--- config.mk ---
export PLATFORM = sky130hd
export DESIGN_NAME = rom_port_arbiter
export DESIGN_NICKNAME = d
export VERILOG_FILES = /design/src/rtl/rom_port_arbiter.sv
export SDC_FILE = /design/constraint.sdc
export NUM_CORES = 1
export LEC_CHECK = 0
export BUFFER_PORTS_ARGS = -buffer_cell sky130_fd_sc_hd__buf_2
export CAP_MARGIN = 20
export CORE_ASPECT_RATIO = 1.4
export CORE_MARGIN = 3
export CORE_UTILIZATION = 38
export CTS_CLUSTER_SIZE = 28
export DETAILED_ROUTE_END_ITERATION = 10
export PLACE_DENSITY = 0.78
export SYNTH_ARGS = -nofsm -noshare
export SYNTH_HDL_FRONTEND = slang
export SYNTH_SLANG_ARGS = --single-unit
--- constraint.sdc ---
create_clock -name clk -period 1.6 [get_ports clk]
set_input_delay 0.08 -clock clk [delete_from_list [all_inputs] [get_ports clk]]
set_output_delay 0.08 -clock clk [all_outputs]
set_load 0.01 [all_outputs]
--- src/rtl/rom_port_arbiter.sv ---
// rtl/rom_port_arbiter.sv - two-master arbiter for the single ROM port (fetch vs RIB)
module rom_port_arbiter #(
  parameter int ROM_DEPTH = 4096,
  parameter int MAX_BURST = 4
) (
  input  logic        clk,
  input  logic        rst,
  input  logic        m0_req_i,
  input  logic [31:0] m0_addr_i,
  output logic        m0_gnt_o,
  output logic        m0_rvalid_o,
  output logic [31:0] m0_rdata_o,
  input  logic        m1_req_i,
  input  logic        m1_we_i,
  input  logic [31:0] m1_addr_i,
  input  logic [31:0] m1_wdata_i,
  output logic        m1_gnt_o,
  output logic        m1_rvalid_o,
  output logic [31:0] m1_rdata_o,
  output logic        rom_we_o,
  output logic [31:0] rom_addr_o,
  output logic [31:0] rom_data_o,
  input  logic [31:0] rom_data_i,
  output logic        hold_flag_o
);

  localparam logic [31:0] ZERO_WORD = 32'h0;
  localparam logic [3:0]  BURST_MAX = 4'(MAX_BURST);
  localparam logic [29:0] DEPTH     = 30'(ROM_DEPTH);

  typedef enum logic [1:0] {IDLE, OWN_M0, OWN_M1} state_t;

  state_t     state;
  logic [3:0] burst_cnt;
  logic       m0_win;
  logic       m0_in_range;
  logic       m1_in_range;

  assign m0_in_range = (m0_addr_i[31:2] < DEPTH);
  assign m1_in_range = (m1_addr_i[31:2] < DEPTH);

  // M1 wins unless it is idle or has used up its burst allowance while M0 waits
  assign m0_win   = m0_req_i & (~m1_req_i | (burst_cnt == BURST_MAX));
  assign m0_gnt_o = rst & m0_win;
  assign m1_gnt_o = rst & m1_req_i & ~m0_win;

  assign hold_flag_o = m0_req_i & ~m0_gnt_o;

  always_comb begin
    rom_addr_o = ZERO_WORD;
    rom_data_o = ZERO_WORD;
    if (m0_gnt_o) begin
      rom_addr_o = m0_addr_i;
    end else if (m1_gnt_o) begin
      rom_addr_o = m1_addr_i;
      rom_data_o = m1_wdata_i;
    end
  end

  assign rom_we_o = m1_gnt_o & m1_we_i & m1_in_range;

  // state holds the owner of the transfer accepted at the last edge, i.e. whose response is out now
  assign m0_rvalid_o = (state == OWN_M0);
  assign m1_rvalid_o = (state == OWN_M1);

  always_ff @(posedge clk) begin
    if (!rst) begin
      state      <= IDLE;
      burst_cnt  <= 4'd0;
      m0_rdata_o <= ZERO_WORD;
      m1_rdata_o <= ZERO_WORD;
    end else begin
      if (m0_gnt_o) begin
        state <= OWN_M0;
      end else if (m1_gnt_o) begin
        state <= OWN_M1;
      end else begin
        state <= IDLE;
      end

      if (!m0_req_i || m0_gnt_o) begin
        burst_cnt <= 4'd0;
      end else if (m1_gnt_o && (burst_cnt != BURST_MAX)) begin
        burst_cnt <= burst_cnt + 4'd1;
      end

      if (m0_gnt_o) begin
        m0_rdata_o <= m0_in_range ? rom_data_i : ZERO_WORD;
      end
      if (m1_gnt_o) begin
        m1_rdata_o <= (m1_we_i || !m1_in_range) ? ZERO_WORD : rom_data_i;
      end
    end
  end

endmodule

==> qor.txt <==
Final HPWL DP = 12,400 um
TritonRoute pass-1 iters = 5
Initial antenna violation count = 2
Post-synth EDFFs = 0
Cell count after synthesis = 424
PwrDens = 671 nW/um^2
Yosys warnings = 0
Final worst path period need = 1.81 ns
Die width = 90.5 um
Clock power frac = 41.0%
Slew headroom = 54.3%
Post-synth top area cell = dfxtp_1
Core ar. = 9620 um^2
Number of global-route vias before repair = 4,850
Clock transition at the registers of the reported paths = 0.06 ns
Power Internal = 3.19 mW
Delay-heaviest family, CP = buffers and inverters
Post-Synthesis Cell Area = 3800 um^2
Area grow syn2layout = 72.7%
Setup ws final = -0.208 ns
Predominant post-synthesis flop cell = dfxtp_1
Seq/Total Area, Yosys = 36.9%
Final hold vios = 0
Hold_ws = 0.0147 ns
Share of layout cells above drive strength 1 = 58.4%
Clk buf depth = 2
Crit Path Max Fanout = 9
Vias/cell = 5.93
Hold Crit Class = in2reg
Vias = 4,919
Failing checks = setup timing
CP endpoint kind = output port
Post-place setup slack = 0.0331 ns
Number of remaining DRC errors = 0
Synth area leaders = dfxtp_1 (37%), nand4_1 (11%), a22o_1 (7.4%)
Starting density of the core = 39.5%
Fin crit share = 113%
Slowest stage delay, CP = 0.32 ns
Leakage power = 2.94 nW
CTS Buf Count = 9
Synth unique cells = 29
Logic pwr share = 19.3%
Crit-path cells = inv_2 > ha_4 > nand3b_4 > a21oi_4 > buf_6 > buf_16 > a22o_1 > buf_2
TritonCTS clock tree = done
H-tree Lvls = 3
Hold_buf cts = 0
Gp weighted congestion = 1.02
Worst Max-Slew Pin Slew = 0.686 ns
Clock Sinks = 70
RSZ-0062 raised after global routing = true
Status = finished with violations
Syn_nets = 559
MaxCap Viol Count = 0
Worst-Skew Late Latency = 0.33 ns
Worst path bufs/invs = 4
Die span in y = 124 um
First-pass GRT wire length = 27,500 um
Critical path class = reg2out
Sequential Power Share = 39.7%
Clk_skew = 0.00611 ns
Largest net degree at the start of global routing = 39
Most frequent cell after synthesis = dfxtp_1
Remaining antenna violation count = 0
Synth top cells by count = dfxtp_1 (70), nand4_1 (67), nor2b_1 (35)
Pins Over Slew Limit = 0
Row cnt = 42
Worst Path Arrival = 1.73 ns
Total gr overflow = 0
Area share of the largest cell type after synthesis = 36.9%
Die ar. = 11,300 um^2
Mean Syn Cell Area = 8.96 um^2
I/O pin total = 267
Sw Share = 27.5%
Required time of the critical path = 1.52 ns
All-Layer GR Usage = 30.6%
Initial DRC count = 289
Fraction of registers with async set/reset = 0%
VDD IR max = 0.636 mV
Wirelength per Cell = 22.7 um
P_sw = 1.21 mW
FMAX = 0.553 GHz
Slowest CP cell = dfxtp_2
Clk root buf = clkbuf_16
Nets = 826
Final wirelength = 18,800 um
Register bit total from synthesis = 70
Setup crit start kind = flop
PortBufs = 266
Setup violations, final = 70
cells in the final DEF (no fill, tap or decap), drive strengths merged, types with 3 or more instances in the layout:
cell,count
nor3,3
nor2,3
clkbuf,13
and2,5
clkinv,5
o31ai,32
nor2b,35
nand4,67
o2bb2ai,32
nand3,33
nor4,8
and3,33
dfxtp,70
buf,307
a22o,32
worst paths after layout:
path | endpoint | from | slack [ns] | cells past startpoint
min reg2reg | m1_rdata_o[7] | m1_rdata_o[7] | 0.46 | 1
max | rom_addr_o[0] | burst_cnt[0] | -0.21 | 8
max reg2reg | m1_rdata_o[17] | burst_cnt[0] | 0 | 9
min | m0_rdata_o[20] | rom_data_i[20] | 0.01 | 3
tightest hold or removal path, delay by kind of cell:
kind                   cells  cell delay [ns]
buffers and inverters      1             0.10
AO/OA/AOI/OAI              1             0.06
AND/OR/NAND/NOR            1             0.06
registers in the layout, summed over array words and instances (netlist names):
register / count
state: 2
burst_cnt: 4
m1_rdata_o: 32
m0_rdata_o: 32
power groups by stage:
| stage | logic, mW | registers, mW | clock network, mW |
|---|---|---|---|
| after floorplan | 0.309 | 1.79 | 0 |
| after global placement | 0.658 | 1.79 | 0 |
| after detailed placement | 0.667 | 1.79 | 0 |
| after CTS | 0.772 | 1.75 | 1.82 |
| after global routing | 0.891 | 1.75 | 1.89 |
| final | 0.850 | 1.75 | 1.81 |
kinds of logic after synthesis:
family / after synthesis / share of synthesized area, %
DFF: 70 / 36.9
adders and majority gates: 2 / 0.658
and+or+nand+nor: 192 / 31.5
AOI/OAI and AO/OA: 99 / 22.5
xor gates and xnor gates: 2 / 0.461
buffers and inverters: 59 / 8.00
layout make-up:
class	count	area, um^2
fill	752	3060
sequential	70	1400
tap	132	165
clock inverter	6	40.0
antenna	2	5.00
timing repair buffer	313	2260
clock buffer	9	225
multi-input combinational	295	2460
inverter	2	7.51
what timing repair did:
action,CTS,global route
cloned,7,6
resized for setup,77,51
setup endpoints to repair,68,105
buffers inserted,13,4
pin swaps,40,16
through the flow:
step           area (um^2)  instances  power (mW)  setup TNS, ns  utilization, %
4_1_cts               6200        820        4.34          -7.90            64.4
6_report              6560        829        4.40          -7.36            68.2
3_5_place_dp          5280        785        2.45              0            54.9
3_3_place_gp          5280        785        2.44              0            54.9
5_1_grt               6560        829        4.53         -12.27            68.2
2_1_floorplan         3800        424        2.10              0               -
metal layers:
| metal | vias up | part of all wire, % | track usage, % |
|---|---|---|---|
| li1 | 2200 | - | - |
| met5 | - | 0 | 0 |
| met4 | 0 | 2.1 | 12.0 |
| met2 | 317 | 50 | 52.0 |
| met3 | 34 | 8.6 | 7.01 |
| met1 | 2368 | 39 | 37.0 |
(Power assumes the default switching activity.)
